File: src/rtl/m_wb_uarttx.sv
// rtl/m_wb_uarttx.sv - Wishbone-classic 8N1 UART transmitter with a small byte FIFO
module m_wb_uarttx #(
    parameter int BAUDDIV  = 286,
    parameter int FIFOLOG2 = 2
) (
    input  logic        CLK_I,
    input  logic        RST_I,
    input  logic        CYC_I,
    input  logic        STB_I,
    input  logic        WE_I,
    input  logic        ADR_I,
    input  logic [31:0] DAT_I,
    input  logic [3:0]  SEL_I,
    output logic [31:0] DAT_O,
    output logic        ACK_O,
    output logic        usartTX,
    output logic        txbusy
);
    localparam int DEPTH = 1 << FIFOLOG2;
    localparam int CW    = FIFOLOG2 + 1;
    localparam int BW    = $clog2(BAUDDIV);
    localparam logic [BW-1:0]       BAUD_RELOAD = BW'(BAUDDIV - 1);
    localparam logic [BW-1:0]       BAUD_ONE    = BW'(1);
    localparam logic [FIFOLOG2-1:0] PTR_ONE     = FIFOLOG2'(1);
    localparam logic [CW-1:0]       CNT_ONE     = CW'(1);
    localparam logic [CW-1:0]       CNT_FULL    = CW'(DEPTH);

    localparam logic [1:0] S_IDLE  = 2'd0;
    localparam logic [1:0] S_START = 2'd1;
    localparam logic [1:0] S_DATA  = 2'd2;
    localparam logic [1:0] S_STOP  = 2'd3;

    logic                ack_q, ack_d;
    logic [31:0]         dat_q, dat_d;
    logic                rdstat_q, rdstat_d;
    logic                ovf_q, ovf_d;
    logic [7:0]          mem_q [DEPTH];
    logic [FIFOLOG2-1:0] wptr_q, wptr_d, rptr_q, rptr_d;
    logic [CW-1:0]       count_q, count_d;
    logic [1:0]          state_q, state_d;
    logic [BW-1:0]       baud_q, baud_d;
    logic [2:0]          bit_q, bit_d;
    logic [7:0]          shreg_q, shreg_d;
    logic                tx_q, tx_d;

    logic acc, wr_data, full, empty, push, pop, ovf_evt, busy;
    logic [2:0]  cnt_sat;
    logic [31:0] status;
    logic        unused_ok;

    assign unused_ok = ^{DAT_I[31:8], SEL_I[3:1]};

    assign acc     = CYC_I & STB_I & ~ack_q;
    assign wr_data = acc & WE_I & ~ADR_I & SEL_I[0];
    assign full    = (count_q == CNT_FULL);
    assign empty   = (count_q == '0);
    // Fullness is judged before any same-cycle pop, so a write to a full FIFO always drops.
    assign push    = wr_data & ~full;
    assign ovf_evt = wr_data & full;
    assign pop     = (state_q == S_IDLE) & ~empty;
    assign busy    = ~empty | (state_q != S_IDLE);

    always_comb begin
        cnt_sat = (int'(count_q) > 7) ? 3'd7 : 3'(int'(count_q));
        status  = {25'b0, cnt_sat, ovf_q, ~busy, empty, full};
    end

    always_comb begin
        ack_d    = acc;
        rdstat_d = acc & ~WE_I & ADR_I;
        dat_d    = (acc & ~WE_I) ? status : 32'b0;
        ovf_d    = ovf_q;
        if (ack_q & rdstat_q) ovf_d = 1'b0;
        if (ovf_evt)          ovf_d = 1'b1;

        wptr_d  = push ? wptr_q + PTR_ONE : wptr_q;
        rptr_d  = pop  ? rptr_q + PTR_ONE : rptr_q;
        count_d = count_q;
        case ({push, pop})
            2'b10:   count_d = count_q + CNT_ONE;
            2'b01:   count_d = count_q - CNT_ONE;
            default: count_d = count_q;
        endcase
    end

    // Every state holds the line for BAUDDIV cycles; the step happens on the counter reload.
    always_comb begin
        state_d = state_q;
        baud_d  = baud_q;
        bit_d   = bit_q;
        shreg_d = shreg_q;
        tx_d    = tx_q;
        if (state_q == S_IDLE) begin
            tx_d = 1'b1;
            if (pop) begin
                shreg_d = mem_q[rptr_q];
                baud_d  = BAUD_RELOAD;
                state_d = S_START;
                tx_d    = 1'b0;
            end
        end else if (baud_q != '0) begin
            baud_d = baud_q - BAUD_ONE;
        end else begin
            baud_d = BAUD_RELOAD;
            case (state_q)
                S_START: begin
                    state_d = S_DATA;
                    bit_d   = 3'd0;
                    tx_d    = shreg_q[0];
                end
                S_DATA: begin
                    if (bit_q == 3'd7) begin
                        state_d = S_STOP;
                        tx_d    = 1'b1;
                    end else begin
                        bit_d   = bit_q + 3'd1;
                        shreg_d = {1'b0, shreg_q[7:1]};
                        tx_d    = shreg_q[1];
                    end
                end
                default: begin
                    state_d = S_IDLE;
                    tx_d    = 1'b1;
                end
            endcase
        end
    end

    always_ff @(posedge CLK_I or posedge RST_I) begin
        if (RST_I) begin
            ack_q    <= 1'b0;
            dat_q    <= 32'b0;
            rdstat_q <= 1'b0;
            ovf_q    <= 1'b0;
            wptr_q   <= '0;
            rptr_q   <= '0;
            count_q  <= '0;
            state_q  <= S_IDLE;
            baud_q   <= '0;
            bit_q    <= 3'd0;
            shreg_q  <= 8'd0;
            tx_q     <= 1'b1;
        end else begin
            ack_q    <= ack_d;
            dat_q    <= dat_d;
            rdstat_q <= rdstat_d;
            ovf_q    <= ovf_d;
            wptr_q   <= wptr_d;
            rptr_q   <= rptr_d;
            count_q  <= count_d;
            state_q  <= state_d;
            baud_q   <= baud_d;
            bit_q    <= bit_d;
            shreg_q  <= shreg_d;
            tx_q     <= tx_d;
        end
    end

    always_ff @(posedge CLK_I) begin
        if (push) mem_q[wptr_q] <= DAT_I[7:0];
    end

    assign ACK_O   = ack_q;
    assign DAT_O   = dat_q;
    assign usartTX = tx_q;
    assign txbusy  = busy;
endmodule

File: config.mk
export PLATFORM = sky130hd
export DESIGN_NAME = m_wb_uarttx
export DESIGN_NICKNAME = d
export VERILOG_FILES = /design/src/rtl/m_wb_uarttx.sv
export SDC_FILE = /design/constraint.sdc
export NUM_CORES = 1
export LEC_CHECK = 0
export BUFFER_PORTS_ARGS = -buffer_cell sky130_fd_sc_hd__buf_2
export CAP_MARGIN = 40
export CELL_PAD_IN_SITES_DETAIL_PLACEMENT = 1
export CELL_PAD_IN_SITES_GLOBAL_PLACEMENT = 1
export CORE_MARGIN = 2
export CORE_UTILIZATION = 43
export CTS_CLUSTER_DIAMETER = 50
export DETAILED_ROUTE_END_ITERATION = 16
export PLACE_DENSITY_LB_ADDON = 0.1
export SYNTH_ARGS = -nofsm -noshare
export SYNTH_HDL_FRONTEND = slang
export SYNTH_SLANG_ARGS = --single-unit
File: constraint.sdc
create_clock -name CLK_I -period 3.2 [get_ports CLK_I]
set_input_delay 0.8 -clock CLK_I [delete_from_list [all_inputs] [get_ports CLK_I]]
set_output_delay 0.8 -clock CLK_I [all_outputs]
set_load 0.1 [all_outputs]
==> results of run 1 <==
## logic make-up after synthesis
| kind of cell | share of synthesized area |
|---|---|
| buffers and inverters | 0.0817 |
| xor gates and xnor gates | 0.0260 |
| adders and majority gates | 0.0468 |
| other | 0.00111 |
| muxes | 0.0839 |
| AOI/OAI and AO/OA | 0.0772 |
| DFF | 0.582 |
| and+or+nand+nor | 0.101 |
## sequential cells by signal (all words and copies together) (netlist names)
signal,count
usartTX,1
DAT_O,7
state_q,2
shreg_q,8
ovf_q,1
cnt_sat,3
rptr_q,2
baud_q,9
rdstat_q,1
ACK_O,1
mem_q,32
wptr_q,2
bit_q,3
## worst max-delay path by stage
stage	end	slack, ns	cells past startpoint
CTS	txbusy	0.19	5
finish	txbusy	0.24	5
global placement	txbusy	0.60	5
global route	txbusy	0.001	5
detailed placement	txbusy	0.58	5
floorplan	state_q[1]	0.32	6
## cells in the mapped netlist (all sizes together) (2+ instances only)
cell type  instances
nand3              3
clkbuf             3
or3                2
mux2              16
nor2              20
o21ai              7
or2                4
or4                2
clkinv             2
or3b               2
and2               4
xor2               4
a221o              6
and3               4
inv               16
mux2i              8
nor4               2
xnor2              6
o31ai              4
buf               27
ha                11
a21oi              2
nor3               3
edfxtp            32
nor4b              2
a21o               2
dfrtp             39
nand2             16
o211ai             2
a22o               3
o21a               2
## power by group through the flow
stage          sequential, mW  clock (mW)  combinational (mW)
2_1_floorplan            1.09           0               0.243
3_3_place_gp             1.07           0               0.288
3_5_place_dp             1.07           0               0.295
4_1_cts                  1.05       0.889               0.296
5_1_grt                  1.06       0.926               0.322
6_report                 1.05       0.865               0.293
## through the flow
stage / utilization / hold slack [ns] / std cells / worst slack [ns] / power [mW]
after floorplan: - / 0.453 / 292 / 0.318 / 1.33
after global placement: 0.464 / 0.475 / 394 / 0.602 / 1.36
after detailed placement: 0.464 / 0.477 / 394 / 0.576 / 1.37
after CTS: 0.496 / 0.497 / 410 / 0.191 / 2.24
after global routing: 0.496 / 0.514 / 410 / 0.00138 / 2.31
final: 0.496 / 0.487 / 410 / 0.241 / 2.21
## layout make-up
| cell class | count | area, um^2 |
|---|---|---|
| multi-input combinational | 172 | 1220 |
| tap | 102 | 128 |
| fill | 821 | 3860 |
| timing repair buffer | 30 | 165 |
| inverter | 18 | 67.6 |
| clock buffer | 9 | 124 |
| sequential | 72 | 1960 |
| clock inverter | 7 | 120 |
## routing by layer
metal,global-route usage,vias to the layer above,share of wire
met5,0,-,0
met4,0.0784,0,0.019
met3,0.0317,8,0.027
met2,0.265,31,0.50
met1,0.200,996,0.45
li1,-,968,-
## critical path, delay by kind of cell, from the launching register on
kind | cells | cell delay, ns
and+or+nand+nor | 1 | 0.36
adders and majority gates | 1 | 0.20
DFF | 1 | 0.39
buffers and inverters | 3 | 0.87
==> run metrics, run 1 <==
count of buffers from port buffering 24; horizontal extent of the die 92.5 um; area share of the largest cell type after synthesis 0.290; EDFF count, synth 32; power dissipated by switching net loads 0.629 mW; via total after detailed routing 2003; initial core utilization 0.441; final number of max-transition violations 0; total power per unit cell area a little under 600 nW/um^2; largest fanout of any net on the critical path 9; Max Clk Rate around 340 MHz; synthesis-stage register bit count 72; ports placed on the boundary 77; leakage power 1.66 nW; Worst setup EP type output pin; final worst-path cycle share 0.925; Worst Tran Pin Value 0.725 ns; max-cap viol count 0; number of nets in the layout 357; CTS root buf sky130_fd_sc_hd__clkbuf_8; final weighted congestion in routability-driven placement 0.711; post-synthesis sequential area ratio 0.582; leading post-synthesis cells by cell area sky130_fd_sc_hd__dfrtp_1 29%, sky130_fd_sc_hd__edfxtp_1 29%, sky130_fd_sc_hd__buf_4 5.6%; post_cts resized 0; slowest CP cell sky130_fd_sc_hd__buf_2; depth of the worst register-to-register path 6; DIE HEIGHT 92.5 um; placeable core area 7650 um^2; clock network latency to the later pin of the worst-skew pair 0.34 ns; post-detailed-placement half-perimeter wirelength 4220 um; remaining antenna violation count after routing 0; number of cells produced by synthesis 268; startpoint of the worst hold path ovf_q; total number of placement rows 32; commonest cells after routing, fill and taps aside 39 x sky130_fd_sc_hd__dfrtp_1, 32 x sky130_fd_sc_hd__edfxtp_1, 25 x sky130_fd_sc_hd__conb_1; total DRC errors in the routed layout 0; summed negative setup slack over all endpoints 0 ns; Fin Clk Skew roughly 0.0072 ns; buffers from clock root to sink, at most 2; CTS tree yes; sequential share of power 0.476; area of the die approximately 8600 um^2; post-DR vias/cell between 4 and 5; cell internal pwr around 1.6 mW; leading cell type in the layout, fill and taps excluded sky130_fd_sc_hd__dfrtp_1; critical path launch point type register; DRT iter0 DRCs 53; prevailing post-synth register cell sky130_fd_sc_hd__dfrtp_1; proportion of layout cells with a drive suffix above 1 0.227; post-synth cell types 49; YS warnings 0; H-Tree Depth 3; remaining max-slew budget at the tightest pin 0.517; largest stage delay on the critical path about 0.4 ns; Net Sw Frac 0.284; shortest clock period the worst path allows after layout 2.96 ns; FF-to-FF Start baud_q[0]; portion of total power attributed to the clock network 0.391; total standard cell area after synthesis 3370 um^2; Wirelength per Cell 14.8 um; data required time of the worst path 2.40 ns; critical setup path kind register to output pin; Post-Synthesis Mean Instance Area between 10 and 15 um^2; final-report hold violation count 0; unrepaired setup endpoints after global routing no; Max rail drop VDD 0.341 mV; aggregate global-route resource usage 0.160; Tightest Hold Check Type register to register; sinks on the clock net between 70 and 80; cell area after placement 3550 um^2; global-route wire length before repair a little over 10000 um; finished layout cell area 3790 um^2; largest net degree at the start of global routing 41; via count of the first global-routing pass 2094; number of buffers created by CTS 9; worst reg2reg path endpoint shreg_q[4]; GRT Residual Overflow 0; Async SR Flop Fraction 0.556; count of inserted antenna diode cells 0; initial antenna violation count 0; Hold-fix buffers, CTS 0; growth of design area from synthesis to finish 12.4%; data arrival time of the critical path 2.16 ns; Initial DRT Pass Iterations 4; post-detailed-routing wire length just over 6000 um; capture endpoint of the worst hold path DAT_O[3]; crit path cell chain inv_1 > ha_1 > nor4b_1 > clkinv_1 > buf_2; worst setup path start state_q[0]; worst hold stages 1; slack of the worst reg-to-reg path 0.72 ns; total of endpoints with negative setup slack in the final report 0; cell type contributing the most total cell area after synthesis sky130_fd_sc_hd__dfrtp_1; proportion of power drawn by combinational gates 0.132; clock input transition at the sequential cells of the worst setup and hold paths 0.08 ns; run status finished, final reports clean; post-CTS repair timing setup buffer count 0
(Power assumes the default switching activity.)
==> run 2: changes to the inputs <==
--- a/config.mk
+++ b/config.mk
@@ -13,7 +13,7 @@
 export CORE_UTILIZATION = 43
 export CTS_CLUSTER_DIAMETER = 50
 export DETAILED_ROUTE_END_ITERATION = 16
-export PLACE_DENSITY_LB_ADDON = 0.1
+export PLACE_DENSITY = 0.88
 export SYNTH_ARGS = -nofsm -noshare
 export SYNTH_HDL_FRONTEND = slang
 export SYNTH_SLANG_ARGS = --single-unit
==> run metrics, run 2 (synthesized netlist as in run 1, its figures left out) <==
clock input transition at the sequential cells of the worst setup and hold paths 0.08 ns (about the same); DIE HEIGHT 92.5 um (unchanged); capture endpoint of the worst hold path baud_q[0] (was DAT_O[3]); sinks on the clock net 72 (unchanged); largest fanout of any net on the critical path 9 (unchanged); worst setup path start state_q[0] (unchanged); final number of max-transition violations 0 (unchanged); CTS root buf sky130_fd_sc_hd__clkbuf_8 (unchanged); Max Clk Rate 343 MHz (was 338 MHz); data arrival time of the critical path 2.12 ns (was 2.16 ns); Initial DRT Pass Iterations 4 (unchanged); unrepaired setup endpoints after global routing no (unchanged); total power per unit cell area 537 nW/um^2 (was 583 nW/um^2); startpoint of the worst hold path baud_q[0] (was ovf_q); max-cap viol count 0 (unchanged); count of buffers from port buffering 24 (unchanged); leakage power 1.62 nW (was 1.66 nW); commonest cells after routing, fill and taps aside 39 x sky130_fd_sc_hd__dfrtp_1, 32 x sky130_fd_sc_hd__edfxtp_1, 25 x sky130_fd_sc_hd__conb_1 (unchanged); depth of the worst register-to-register path 6 (unchanged); Fin Clk Skew 0.0113 ns (was 0.00722 ns); leading cell type in the layout, fill and taps excluded sky130_fd_sc_hd__dfrtp_1 (unchanged); shortest clock period the worst path allows after layout 2.92 ns (was 2.96 ns); data required time of the worst path 2.40 ns (about the same); run status finished, final reports clean (unchanged); via count of the first global-routing pass 2169 (was 2094); Global Route met1 Usage 0.187 (was 0.200); post_cts resized 0 (unchanged); initial core utilization 0.441 (unchanged); total number of placement rows 32 (unchanged); Net Sw Frac 0.322 (was 0.284); remaining max-slew budget at the tightest pin 0.468 (was 0.517); post-DR vias/cell 5.07 (was 4.89); Worst Slack Setup Final 0.282 ns (was 0.241 ns); worst hold stages 1 (unchanged); slack of the worst reg-to-reg path 0.69 ns (was 0.72 ns); largest registers mem_q x32, baud_q x9, shreg_q x8 (unchanged); initial antenna violation count 0 (unchanged); largest net degree at the start of global routing 41 (unchanged); power consumption 2.00 mW (was 2.21 mW); via total after detailed routing 2073 (was 2003); remaining antenna violation count after routing 0 (unchanged); global-route wire length before repair 10400 um (about the same); critical path launch point type register (unchanged); horizontal extent of the die 92.5 um (unchanged); post-detailed-routing wire length 6320 um (was 6080 um); number of fillers in the final layout 814 (was 821); finished layout cell area 3720 um^2 (was 3790 um^2); area of the die 8560 um^2 (unchanged); number of nets in the layout 356 (was 357); total of endpoints with negative setup slack in the final report 0 (unchanged); Max rail drop VDD 0.334 mV (was 0.341 mV); Wirelength per Cell 15.5 um (was 14.8 um); Global Route met2 Usage 0.279 (was 0.265); count of inserted antenna diode cells 0 (unchanged); Place WS 0.510 ns (was 0.576 ns); GRT Residual Overflow 0 (unchanged); Worst setup EP type output pin (unchanged); critical setup path kind register to output pin (unchanged); Tightest Hold Check Type register to register (unchanged); proportion of layout cells with a drive suffix above 1 0.221 (was 0.227); aggregate global-route resource usage 0.159 (was 0.160); worst reg2reg path endpoint shreg_q[1] (was shreg_q[4]); proportion of power drawn by combinational gates 0.152 (was 0.132); summed negative setup slack over all endpoints 0 ns (unchanged); H-Tree Depth 3 (unchanged); Most flops, register mem_q (unchanged); final-report hold violation count 0 (unchanged); Hold-fix buffers, CTS 0 (unchanged); clock network latency to the later pin of the worst-skew pair 0.34 ns (about the same); final weighted congestion in routability-driven placement 0.775 (was 0.711); post-detailed-placement half-perimeter wirelength 4560 um (was 4220 um); cell area after placement 3540 um^2 (was 3550 um^2); cell internal pwr 1.35 mW (was 1.58 mW); CTS tree yes (unchanged); Worst Tran Pin Value 0.797 ns (was 0.725 ns); ports placed on the boundary 77 (unchanged); placeable core area 7650 um^2 (unchanged); post-CTS repair timing setup buffer count 0 (unchanged); sequential share of power 0.528 (was 0.476); final worst-path cycle share 0.912 (was 0.925); power dissipated by switching net loads 0.644 mW (was 0.629 mW); total DRC errors in the routed layout 0 (unchanged); number of buffers created by CTS 9 (unchanged); buffers from clock root to sink, at most 2 (unchanged); portion of total power attributed to the clock network 0.320 (was 0.391); growth of design area from synthesis to finish 10.2% (was 12.4%); GRT met3 Usage 0.0391 (was 0.0317); DRT iter0 DRCs 92 (was 53); FF-to-FF Start baud_q[0] (unchanged); max FFs per register 32 (unchanged); GRT busiest layer met2 (unchanged)
run 2: area by class of cell:
cell class | count | area, um^2 | share of cell area
Sequential cell | 72 | 1960 | 0.528
Multi-Input combinational cell | 172 | 1220 | 0.329
Timing Repair Buffer | 29 | 158 | 0.0424
Tap cell | 102 | 128 | 0.0343
Clock buffer | 9 | 124 | 0.0333
Inverter | 18 | 67.6 | 0.0182
Clock inverter | 7 | 53.8 | 0.0145
run 2: layer usage:
metal,vias to the layer above,part of all wire
met5,-,0
met4,0,0.016
met3,9,0.034
met2,41,0.53
met1,1055,0.42
li1,968,-
run 2: power groups by stage:
stage / clock (mW) / combinational, mW / sequential [mW]
5_1_grt: 0.687 / 0.326 / 1.06
6_report: 0.640 / 0.303 / 1.05
4_1_cts: 0.654 / 0.304 / 1.05
2_1_floorplan: 0 / 0.243 / 1.09
3_5_place_dp: 0 / 0.297 / 1.07
3_3_place_gp: 0 / 0.283 / 1.07
run 2: worst max-delay path by stage:
stage,end,cells past startpoint,slack [ns]
final,txbusy,6,0.28
after floorplan,state_q[1],6,0.32
after detailed placement,cnt_sat[2],12,0.51
after global routing,txbusy,6,0.11
after CTS,txbusy,6,0.26
after global placement,cnt_sat[2],12,0.65
run 2: critical path, cell delays in order, from the launching register on:
cell and delay (ns):
sky130_fd_sc_hd__dfrtp_1 0.39, sky130_fd_sc_hd__inv_1 0.10, sky130_fd_sc_hd__ha_1 0.19, sky130_fd_sc_hd__nor4b_1 0.25, sky130_fd_sc_hd__buf_4 0.20, sky130_fd_sc_hd__clkinv_1 0.24
sky130_fd_sc_hd__buf_2 0.39
run 2: through the flow:
| stage | cells | utilization | hold slack, ns |
|---|---|---|---|
| finish | 409 | 0.486 | 0.504 |
| CTS | 409 | 0.486 | 0.512 |
| floorplan | 292 | - | 0.453 |
| global route | 409 | 0.486 | 0.528 |
| global placement | 393 | 0.463 | 0.472 |
| detailed placement | 393 | 0.463 | 0.500 |
